**src/rtl/shader_fetch_if.sv**
```systemverilog
// shader_fetch_if
// Groups the program-load port, the run-control port and the execute-stage
// port of shader_fetch into one bundle.
//   master : the side that loads programs and starts runs (host / bench)
//   slave  : shader_fetch itself
// Signals:
//   load_start_i  rewind write pointer to slot 0 (one-cycle pulse)
//   load_valid_i  program byte offered on load_data_i
//   load_data_i   instruction byte to store
//   load_ready_o  program memory accepts a byte this cycle
//   start_i       begin running the program for one pixel
//   busy_o        a program run is in progress
//   instr_o       instruction to the execute stage
//   execute_o     instr_o is valid and executed this cycle
//   done_o        one-cycle pulse after a run completes
interface shader_fetch_if;
    logic       load_start_i;
    logic       load_valid_i;
    logic [7:0] load_data_i;
    logic       load_ready_o;
    logic       start_i;
    logic       busy_o;
    logic [7:0] instr_o;
    logic       execute_o;
    logic       done_o;

    modport master (
        output load_start_i, load_valid_i, load_data_i, start_i,
        input  load_ready_o, busy_o, instr_o, execute_o, done_o
    );

    modport slave (
        input  load_start_i, load_valid_i, load_data_i, start_i,
        output load_ready_o, busy_o, instr_o, execute_o, done_o
    );
endinterface

```
**src/rtl/shader_fetch.sv**
```systemverilog
// shader_fetch
// Small program store plus sequencer for a per-pixel shader. While idle,
// bytes are written into NUM_INSTR flop slots through a write pointer; a
// start launches a run that presents every slot in order to the execute
// stage, one per cycle, followed by a single-cycle done pulse.
// Ports:
//   clk_i   clock, all state updates on its rising edge
//   rst_ni  asynchronous active-low reset
//   bus     shader_fetch_if.slave (load, run control and execute signals)
module shader_fetch #(
    parameter int         NUM_INSTR = 16,
    parameter logic [7:0] NOP_INSTR = 8'h40
) (
    input  logic          clk_i,
    input  logic          rst_ni,
    shader_fetch_if.slave bus
);

    localparam int            AW      = $clog2(NUM_INSTR);
    localparam logic [AW-1:0] LAST_PC = AW'(NUM_INSTR - 1);

    typedef enum logic {
        IDLE = 1'b0,
        RUN  = 1'b1
    } state_t;

    state_t          state_reg, state_next;
    logic [AW-1:0]   pc_reg, pc_next;
    logic [AW-1:0]   wptr_reg, wptr_next;
    logic            done_reg, done_next;
    logic [AW-1:0]   waddr;
    logic            wr_en;
    logic [NUM_INSTR-1:0] slot_we;
    logic [7:0]      slot_reg [NUM_INSTR];

    // Next-state logic. Loading only happens in IDLE, so a byte written on
    // the same edge that starts a run is already in place for slot 0.
    always_comb begin
        state_next = state_reg;
        pc_next    = pc_reg;
        wptr_next  = wptr_reg;
        done_next  = 1'b0;
        wr_en      = 1'b0;
        waddr      = wptr_reg;
        case (state_reg)
            IDLE: begin
                // A rewind that coincides with a byte sends that byte to slot 0.
                if (bus.load_start_i) begin
                    waddr = '0;
                end
                if (bus.load_valid_i) begin
                    wr_en     = 1'b1;
                    wptr_next = waddr + 1'b1;   // wraps naturally (power of two)
                end else if (bus.load_start_i) begin
                    wptr_next = '0;
                end
                if (bus.start_i) begin
                    state_next = RUN;
                    pc_next    = '0;
                end
            end
            RUN: begin
                pc_next = pc_reg + 1'b1;
                if (pc_reg == LAST_PC) begin
                    state_next = IDLE;
                    done_next  = 1'b1;
                end
            end
            default: begin
                state_next = IDLE;
            end
        endcase
    end

    always_ff @(posedge clk_i or negedge rst_ni) begin
        if (!rst_ni) begin
            state_reg <= IDLE;
            pc_reg    <= '0;
            wptr_reg  <= '0;
            done_reg  <= 1'b0;
        end else begin
            state_reg <= state_next;
            pc_reg    <= pc_next;
            wptr_reg  <= wptr_next;
            done_reg  <= done_next;
        end
    end

    // Per-slot write enables decoded from the write address.
    for (genvar gi = 0; gi < NUM_INSTR; gi++) begin : g_slot_we
        assign slot_we[gi] = wr_en && (waddr == AW'(gi));
    end

    always_ff @(posedge clk_i or negedge rst_ni) begin
        if (!rst_ni) begin
            for (int i = 0; i < NUM_INSTR; i++) begin
                slot_reg[i] <= NOP_INSTR;
            end
        end else begin
            for (int i = 0; i < NUM_INSTR; i++) begin
                if (slot_we[i]) begin
                    slot_reg[i] <= bus.load_data_i;
                end
            end
        end
    end

    assign bus.load_ready_o = (state_reg == IDLE);
    assign bus.busy_o       = (state_reg == RUN);
    assign bus.execute_o    = (state_reg == RUN);
    // Read straight from the slot flops so the current contents are issued.
    assign bus.instr_o      = (state_reg == RUN) ? slot_reg[pc_reg] : NOP_INSTR;
    assign bus.done_o       = done_reg;

endmodule

```
**src/flat_wrapper.sv**
```systemverilog
// flat-port wrapper written by rule: the top's interface ports become plain ports
module shader_fetch_flat 
#(
    parameter int         NUM_INSTR = 16,
    parameter logic [7:0] NOP_INSTR = 8'h40
)
  (clk_i, rst_ni, bus_load_start_i, bus_load_valid_i, bus_load_data_i, bus_start_i, bus_load_ready_o, bus_busy_o, bus_instr_o, bus_execute_o, bus_done_o);
  shader_fetch_if bus_i ();
  input  logic clk_i;
  input  logic rst_ni;
  input wire logic [$bits(bus_i.load_start_i)-1:0] bus_load_start_i;
  input wire logic [$bits(bus_i.load_valid_i)-1:0] bus_load_valid_i;
  input wire logic [$bits(bus_i.load_data_i)-1:0] bus_load_data_i;
  input wire logic [$bits(bus_i.start_i)-1:0] bus_start_i;
  output wire logic [$bits(bus_i.load_ready_o)-1:0] bus_load_ready_o;
  output wire logic [$bits(bus_i.busy_o)-1:0] bus_busy_o;
  output wire logic [$bits(bus_i.instr_o)-1:0] bus_instr_o;
  output wire logic [$bits(bus_i.execute_o)-1:0] bus_execute_o;
  output wire logic [$bits(bus_i.done_o)-1:0] bus_done_o;
  assign bus_i.load_start_i = bus_load_start_i;
  assign bus_i.load_valid_i = bus_load_valid_i;
  assign bus_i.load_data_i = bus_load_data_i;
  assign bus_i.start_i = bus_start_i;
  assign bus_load_ready_o = bus_i.load_ready_o;
  assign bus_busy_o = bus_i.busy_o;
  assign bus_instr_o = bus_i.instr_o;
  assign bus_execute_o = bus_i.execute_o;
  assign bus_done_o = bus_i.done_o;
  shader_fetch #(.NUM_INSTR(NUM_INSTR), .NOP_INSTR(NOP_INSTR)) u_core (.clk_i(clk_i), .rst_ni(rst_ni), .bus(bus_i));
endmodule
```
**config.mk**
```make
export PLATFORM = sky130hd
export DESIGN_NAME = shader_fetch_flat
export DESIGN_NICKNAME = d
export VERILOG_FILES = /design/src/rtl/shader_fetch_if.sv /design/src/rtl/shader_fetch.sv /design/src/flat_wrapper.sv
export SDC_FILE = /design/constraint.sdc
export NUM_CORES = 1
export LEC_CHECK = 0
export CAP_MARGIN = 10
export CORE_ASPECT_RATIO = 0.9
export CORE_MARGIN = 4
export CORE_UTILIZATION = 60
export DETAILED_ROUTE_END_ITERATION = 16
export GPL_TIMING_DRIVEN = 0
export PLACE_DENSITY_LB_ADDON = 0.05
export SYNTH_ARGS = -nofsm -noshare
export SYNTH_HDL_FRONTEND = slang
export SYNTH_SLANG_ARGS = --single-unit
```
**constraint.sdc**
```tcl
create_clock -name clk_i -period 2.4 [get_ports clk_i]
set_input_delay 0.48 -clock clk_i [delete_from_list [all_inputs] [get_ports clk_i]]
set_output_delay 0.48 -clock clk_i [all_outputs]
set_load 0.02 [all_outputs]
```
==> tab_implementation.tex, run 1 <==
\begin{tabular}{lr}
\hline
Metric & Value \\
\hline
\multicolumn{2}{l}{\textbf{Floorplanning}} \\
Initial core utilization & a little over three fifths \\
IO Pins & 25 \\
Die boundary height & 107 microns \\
Placement Rows & 35 \\
Die Footprint & roughly 13000 sq um \\
Horiz. Die Dim & 118 microns \\
Placeable core area & 10500 sq um \\
\multicolumn{2}{l}{\textbf{Finish}} \\
Area of combinational cells with multiple inputs & about 3000 sq um \\
Sequential standard cell area & 3470 sq um \\
Area growth from synthesis to final layout & 20.9\% \\
Flip-flop count of the largest register after layout & 128 \\
Final Non-Filler Cells & 672 \\
Number of nets in the layout & between 500 and 600 \\
Commonest cells after routing, fill and taps aside & mux2\_2, dfrtp\_1, mux2i\_1 \\
Most frequent standard cell in the layout excluding fill and tap cells & mux2\_2 \\
Fraction of layout cells with a size suffix above 1 & 47.3\% \\
Count of filler cells inserted in the layout & 664 \\
Number of inserted diodes & 0 \\
\multicolumn{2}{l}{\textbf{Place}} \\
Port-buffer cells & 24 \\
Placed wire-length estimate after detailed placement & approximately 10 mm \\
Worst slack at placement & -995 ps \\
Gpl congestion & 0.831 \\
Placed instance count & approximately 630 \\
\multicolumn{2}{l}{\textbf{Logic synthesis}} \\
Top flip-flop cell by instance count after synthesis & dfrtp\_1 \\
Post-synthesis area per instance & about 14 sq um \\
Post-synthesis net count & 492 \\
Portion of the post-synthesis area used by sequential elements & a little over half \\
Combined area of all synthesized cells & 6580 sq um \\
Cells after Synth & between 400 and 500 \\
Register bit total from synthesis & 138 \\
Number of warnings issued by yosys & 0 \\
Proportion of register bits with asynchronous set or reset after synthesis & 100\% \\
Number of flops mapped to enable cells by yosys & 0 \\
Number of unique standard cell types used by synthesis & between 40 and 50 \\
\multicolumn{2}{l}{\textbf{CTS}} \\
Clock root buffer & clkbuf\_16 \\
Maximum clock path buffer count & 2 \\
Register clock-pin slew on the reported worst setup and hold paths & around 60 ps \\
Clock tree from TritonCTS & done \\
Clock buffer count from CTS & 17 \\
Clock sink count & 138 \\
Source-to-sink clock delay at the later pin of the worst-skew pair & 420 ps \\
Clock H-tree levels & 4 \\
\multicolumn{2}{l}{\textbf{Critical path}} \\
Worst setup EP type & output port \\
Element type at the critical path start & register \\
Worst r2r src & u\_core.bus.busy\_o \\
Largest driver fanout on the critical path & 6 \\
Stage delay of the slowest cell on the critical path & 410 ps \\
Required time at the endpoint of the critical path & 1920 ps \\
Worst-path cell with the longest stage delay & dfrtp\_1 \\
List of cells traversed by the critical path & buf\_8 -> buf\_12 -> mux2\_4 -> a222oi\_1 -> o311a\_1 -> a31oi\_1 -> buf\_4 \\
Worst setup startpoint & u\_core.pc\_reg[0] \\
Signal arrival time at the worst endpoint & 2230 ps \\
Crit Path Category & register to output port \\
\multicolumn{2}{l}{\textbf{GRT}} \\
Maximum number of pins on one net before global-route repair & 107 \\
All-Layer GR Usage & 26.2\% \\
Gr ovfl total & 0 \\
Initial antenna violation count & 0 \\
Via count of the first global-routing pass & 4364 \\
First-pass GRT wire length & 24.9 mm \\
\multicolumn{2}{l}{\textbf{Power and ir drop}} \\
Max rail drop VDD & approximately 0.88 mV \\
P per Cell Area & 1180 nW/um\^{}2 \\
Internal Pwr Total & $\sim$6300 uW \\
Sw Share & between 30\% and 40\% \\
Logic pwr share & between 30\% and 40\% \\
PnR Total Power & approximately 9400 uW \\
Leakage power of the design & around 0.0038 uW \\
Fraction of power consumed by the clock network & 31.3\% \\
Net switching component of the power & between 3000 and 4000 uW \\
Sequential power share & 30.8\% \\
\multicolumn{2}{l}{\textbf{Outcome}} \\
Failing checks & setup timing \\
Result of the run & finished with violations \\
\multicolumn{2}{l}{\textbf{STA}} \\
Period minus WS final & 2710 ps \\
Hold violation total from the final report & 0 \\
Final clock period utilization by the worst path & 113\% \\
Setup Viol. Count Final & 8 \\
Least-Margin Pin Slew & 670 ps \\
Setup repair after global routing missed its margin & yes \\
Peak clock frequency supported by timing & 0.369 GHz \\
Final Max Slew Viols & 0 \\
Skew final & roughly 10 ps \\
Least setup slack across all paths after layout & -310 ps \\
Worst slew margin relative to its limit & about 55\% \\
\multicolumn{2}{l}{\textbf{Route}} \\
Number of antenna-violating nets in the routed design & 0 \\
Total iterations of the first detailed-routing run & 5 \\
Final wirelength & 15.9 mm \\
Routed len/inst & roughly 24 microns \\
Vias per inst & 6.18 \\
DRC violations left & 0 \\
Initial DRC count & 303 \\
Count of vias placed by the detailed router & 4154 \\
\multicolumn{2}{l}{\textbf{Hold path}} \\
Start point of the worst hold path & u\_core.slot\_reg[77] \\
HP Class & register to register \\
\multicolumn{2}{l}{\textbf{Run}} \\
Number of max-cap violations & 0 \\
\hline
\end{tabular}
worst paths after layout:
path / to / slack (ps) / depth (start not counted)
setup / recovery: bus_instr_o[6] / -310 / 7
hold / removal: u_core.slot_reg[77] / 500 / 1
setup reg to reg: u_core.slot_reg[21] / 290 / 5
hold reg to reg: u_core.slot_reg[77] / 500 / 1
max in group asynchronous: u_core.slot_reg[108] / 1040 / 3
min in group asynchronous: u_core.bus.done_o / 520 / 2
cells in the mapped netlist (2+ instances only):
| master | n | share of area, % |
|---|---|---|
| nand3_2 | 4 | 0.61 |
| a21oi_1 | 4 | 0.30 |
| mux4_2 | 5 | 1.7 |
| mux2i_1 | 47 | 7.1 |
| and2_1 | 2 | 0.19 |
| dfrtp_1 | 122 | 46 |
| inv_1 | 2 | 0.11 |
| mux2_4 | 8 | 1.8 |
| mux2_2 | 125 | 21 |
| nand3_1 | 17 | 1.3 |
| nand3b_2 | 2 | 0.34 |
| nor2_2 | 5 | 0.48 |
| mux2_1 | 2 | 0.34 |
| nor2b_1 | 3 | 0.29 |
| a22oi_1 | 24 | 2.7 |
| buf_2 | 4 | 0.30 |
| nor2_4 | 2 | 0.34 |
| nand2b_1 | 6 | 0.57 |
| nand2_1 | 16 | 0.91 |
| nor2_1 | 6 | 0.34 |
| o21ai_0 | 5 | 0.38 |
| buf_4 | 9 | 1.0 |
| clkbuf_1 | 17 | 0.97 |
| a222oi_1 | 2 | 0.30 |
| dfstp_2 | 16 | 6.4 |
| nor3_1 | 2 | 0.15 |
cell type report:
type / instances / area share, %
Timing Repair Buffer: 34 / 4.56
Multi-Input combinational cell: 306 / 38.0
Clock buffer: 20 / 5.62
Sequential cell: 138 / 43.7
Inverter: 2 / 0.0944
Buffer: 31 / 3.27
Clock inverter: 12 / 2.80
Tap cell: 129 / 2.03
layer usage:
| metal | vias to the layer above | global-route usage [%] | share of wire (%) |
|---|---|---|---|
| li1 | 1854 | - | - |
| met1 | 2186 | 35.6 | 45 |
| met2 | 89 | 42.8 | 49 |
| met3 | 25 | 6.46 | 4.5 |
| met4 | 0 | 6.87 | 1.5 |
| met5 | - | 0 | 0 |
metrics by stage:
step | util, % | hold slack [ps] | cell area, sq um | TNS, ps
after floorplan | - | 184 | 6580 | 0
after global placement | 66.7 | 469 | 6980 | -589930
after detailed placement | 67.0 | 387 | 7010 | -18790
after CTS | 75.1 | 503 | 7860 | -1740
after global routing | 76.0 | 514 | 7950 | -2430
final | 76.0 | 503 | 7950 | -1820
worst max-delay path, delay by kind of cell, from the launching register on:
kind	cells	cell delay [ps]
compound gates	3	620
buf+inv	3	480
flops	1	410
mux	1	300
power groups by stage:
stage / combinational (uW) / clock [uW] / sequential, uW
3_5_place_dp: 3020 / 0 / 2920
2_1_floorplan: 2020 / 0 / 2880
6_report: 3570 / 2950 / 2900
4_1_cts: 3340 / 2970 / 2900
3_3_place_gp: 2960 / 0 / 2900
5_1_grt: 3760 / 3100 / 2940
logic make-up (layout without fill, tap and decap cells):
group	after synthesis	after routing	share of synthesized area (%)
xor gates and xnor gates	2	2	0.266
and+or+nand+nor	75	75	7.23
adders and majority gates	1	1	0.190
buffers and inverters	34	99	2.66
DFF	138	138	52.8
muxes	187	187	32.4
AOI/OAI and AO/OA	41	41	4.45
repair_timing:
action / 4_1_cts / 5_1_grt
gates cloned: 0 / 0
setup endpoints to repair: 9 / 8
buffers inserted: 6 / 3
hold buffers: 1 / 0
gates resized for setup: 82 / 23
pin swaps: 7 / 10
endpoints found under the hold margin: 24 / 0
Power figures use the tool's default switching activity.
==> run 2: changes to the inputs <==
--- a/config.mk
+++ b/config.mk
@@ -8,7 +8,7 @@
 export CAP_MARGIN = 10
 export CORE_ASPECT_RATIO = 0.9
 export CORE_MARGIN = 4
-export CORE_UTILIZATION = 60
+export CORE_UTILIZATION = 55
 export DETAILED_ROUTE_END_ITERATION = 16
 export GPL_TIMING_DRIVEN = 0
 export PLACE_DENSITY_LB_ADDON = 0.05
==> run 2 against run 1 <==
  * The flow still finishes with violations (setup timing)
  * Flip-flop and latch count did not move
  * Clock power fell by 15%
  * Final area rose by 1.7%
  * Power fell by 0.88%
  * Die area rose by 8.4%
  * Largest cell class unchanged
  * Register-to-register slack got worse by 30 ps
  * Sequential power barely moved
==> tab_implementation.tex, run 2 (same netlist as run 1, synthesis figures left out) <==
\begin{tabular}{lr}
\hline
Metric & Value \\
\hline
\multicolumn{2}{l}{\textbf{Outcome}} \\
Result of the run & finished with violations (unchanged) \\
Failing checks & setup timing (unchanged) \\
\multicolumn{2}{l}{\textbf{GRT}} \\
Initial antenna violation count & 0 (unchanged) \\
Via count of the first global-routing pass & 4377 (was 4364) \\
First-pass GRT wire length & 25.5 mm (was 24.9 mm) \\
Maximum number of pins on one net before global-route repair & 73 (was 107) \\
Gr ovfl total & 0 (unchanged) \\
All-Layer GR Usage & 25.2\% (was 26.2\%) \\
\multicolumn{2}{l}{\textbf{Place}} \\
Placed wire-length estimate after detailed placement & 10.0 mm (was 9.96 mm) \\
Port-buffer cells & 24 (unchanged) \\
Gpl congestion & 0.825 (was 0.831) \\
Worst slack at placement & -988 ps (was -995 ps) \\
\multicolumn{2}{l}{\textbf{STA}} \\
Peak clock frequency supported by timing & 0.376 GHz (was 0.369 GHz) \\
Hold violation total from the final report & 0 (unchanged) \\
Worst slew margin relative to its limit & 53.9\% (was 55.3\%) \\
Setup repair after global routing missed its margin & yes (unchanged) \\
Period minus WS final & 2660 ps (was 2710 ps) \\
Final Max Slew Viols & 0 (unchanged) \\
Least-Margin Pin Slew & 691 ps (was 670 ps) \\
Skew final & 8.28 ps (was 10.0 ps) \\
Setup Viol. Count Final & 8 (unchanged) \\
Final clock period utilization by the worst path & 111\% (was 113\%) \\
Post-Route Setup TNS & -1640 ps (was -1820 ps) \\
Least setup slack across all paths after layout & -261 ps (was -310 ps) \\
\multicolumn{2}{l}{\textbf{Power and ir drop}} \\
P per Cell Area & 1160 nW/um\^{}2 (was 1180 nW/um\^{}2) \\
Leakage power of the design & 0.00383 uW (was 0.00381 uW) \\
Max rail drop VDD & 0.659 mV (was 0.884 mV) \\
\multicolumn{2}{l}{\textbf{Finish}} \\
Commonest cells after routing, fill and taps aside & mux2\_2, dfrtp\_1, mux2i\_1 (unchanged) \\
Most frequent standard cell in the layout excluding fill and tap cells & mux2\_2 (unchanged) \\
Area growth from synthesis to final layout & 22.9\% (was 20.9\%) \\
Number of inserted diodes & 0 (unchanged) \\
Fraction of layout cells with a size suffix above 1 & 51.5\% (was 47.3\%) \\
Flip-flop count of the largest register after layout & 128 (unchanged) \\
Number of nets in the layout & 549 (was 544) \\
\multicolumn{2}{l}{\textbf{Critical path}} \\
Crit Path Category & register to output port (unchanged) \\
Stage delay of the slowest cell on the critical path & 410 ps (about the same) \\
Element type at the critical path start & register (unchanged) \\
Required time at the endpoint of the critical path & 1920 ps (about the same) \\
Worst-case register-to-register setup slack & 260 ps (was 290 ps) \\
List of cells traversed by the critical path & buf\_12 -> clkbuf\_16 -> mux2\_2 -> a222oi\_1 -> a31oi\_1 -> buf\_4 (was buf\_8 -> buf\_12 -> mux2\_4 -> a222oi\_1 -> o311a\_1 -> a31oi\_1 -> buf\_4) \\
Largest driver fanout on the critical path & 6 (unchanged) \\
Worst setup EP type & output port (unchanged) \\
Worst-path cell with the longest stage delay & dfrtp\_1 (unchanged) \\
Signal arrival time at the worst endpoint & 2180 ps (was 2230 ps) \\
\multicolumn{2}{l}{\textbf{Route}} \\
Total iterations of the first detailed-routing run & 5 (unchanged) \\
Number of antenna-violating nets in the routed design & 0 (unchanged) \\
Routed len/inst & 22.8 microns (was 23.6 microns) \\
Vias per inst & 5.88 (was 6.18) \\
Initial DRC count & 369 (was 303) \\
Count of vias placed by the detailed router & 4143 (was 4154) \\
Final wirelength & 16.0 mm (was 15.9 mm) \\
DRC violations left & 0 (unchanged) \\
\multicolumn{2}{l}{\textbf{Floorplanning}} \\
Die boundary height & 112 microns (was 107 microns) \\
IO Pins & 25 (unchanged) \\
Die Footprint & 13800 sq um (was 12700 sq um) \\
Placement Rows & 37 (was 35) \\
Horiz. Die Dim & 123 microns (was 118 microns) \\
Initial core utilization & 56.9\% (was 62.9\%) \\
Placeable core area & 11600 sq um (was 10500 sq um) \\
\multicolumn{2}{l}{\textbf{CTS}} \\
Maximum clock path buffer count & 2 (unchanged) \\
Source-to-sink clock delay at the later pin of the worst-skew pair & 420 ps (about the same) \\
Clock root buffer & clkbuf\_16 (unchanged) \\
Clock buffer count from CTS & 17 (unchanged) \\
Clock tree from TritonCTS & done (unchanged) \\
Register clock-pin slew on the reported worst setup and hold paths & 50 ps (was 60 ps) \\
Quantity of hold-fixing buffers added after cts & 0 (was 1) \\
Clock H-tree levels & 4 (unchanged) \\
Clock sink count & 138 (unchanged) \\
\multicolumn{2}{l}{\textbf{Hold path}} \\
HP Class & input port to asynchronous set/reset pin (was register to register) \\
\multicolumn{2}{l}{\textbf{Run}} \\
Number of max-cap violations & 0 (unchanged) \\
\hline
\end{tabular}
==> run 2: final timing paths <==
check | startpoint | endpoint | cells after the start
worst max-delay path | u_core.pc_reg[0] | bus_instr_o[6] | 6
worst min-delay path | rst_ni | u_core.bus.done_o | 1
worst max register to register | u_core.bus.busy_o | u_core.slot_reg[26] | 5
worst min register to register | u_core.slot_reg[47] | u_core.slot_reg[47] | 1
max in group asynchronous | rst_ni | u_core.slot_reg[86] | 2
min in group clk_i | u_core.slot_reg[47] | u_core.slot_reg[47] | 1
==> run 2: area by class of cell <==
| type | instances | area (sq um) |
|---|---|---|
| fill | 837 | 3490 |
| sequential | 138 | 3470 |
| multi-input combinational | 306 | 3120 |
| clock buffer | 25 | 505 |
| timing repair buffer | 41 | 460 |
| buffer | 29 | 256 |
| tap | 156 | 195 |
| clock inverter | 7 | 65.1 |
| inverter | 2 | 7.51 |
==> run 2: routing by layer <==
layer	GRT usage, %	vias up	share of wire, %
met3	4.82	21	4.4
li1	-	1861	-
met1	36.5	2175	46
met5	0	-	0
met4	7.53	0	1.3
met2	38.8	86	48
==> run 2: metrics by stage <==
stage	instances	area, sq um	util (%)	power [uW]	hold slack (ps)
final	704	8090	69.9	9340	65.1
after floorplan	478	6580	-	4900	184
after detailed placement	659	7040	60.9	5950	475
after CTS	699	7920	68.4	9040	82.3
after global routing	704	8090	69.9	9770	112
after global placement	658	7020	60.6	5890	469
==> run 2: critical path, delay by kind of cell, from the launching register on <==
kind | cells | cell delay (ps)
buffers and inverters | 3 | 500
AO/OA/AOI/OAI | 2 | 520
flip-flops | 1 | 410
multiplexers | 1 | 330
==> run 2: power by group <==
part           internal, uW  switching (uW)
sequential             2700             203
combinational          1890            2040
clock                  1550             953
total                  6150            3190
==> run 2: timing repair <==
item,CTS,global route
setup endpoints to repair,9,8
cloned,0,1
pin swaps,11,17
resized for setup,102,30
buffers inserted,9,6
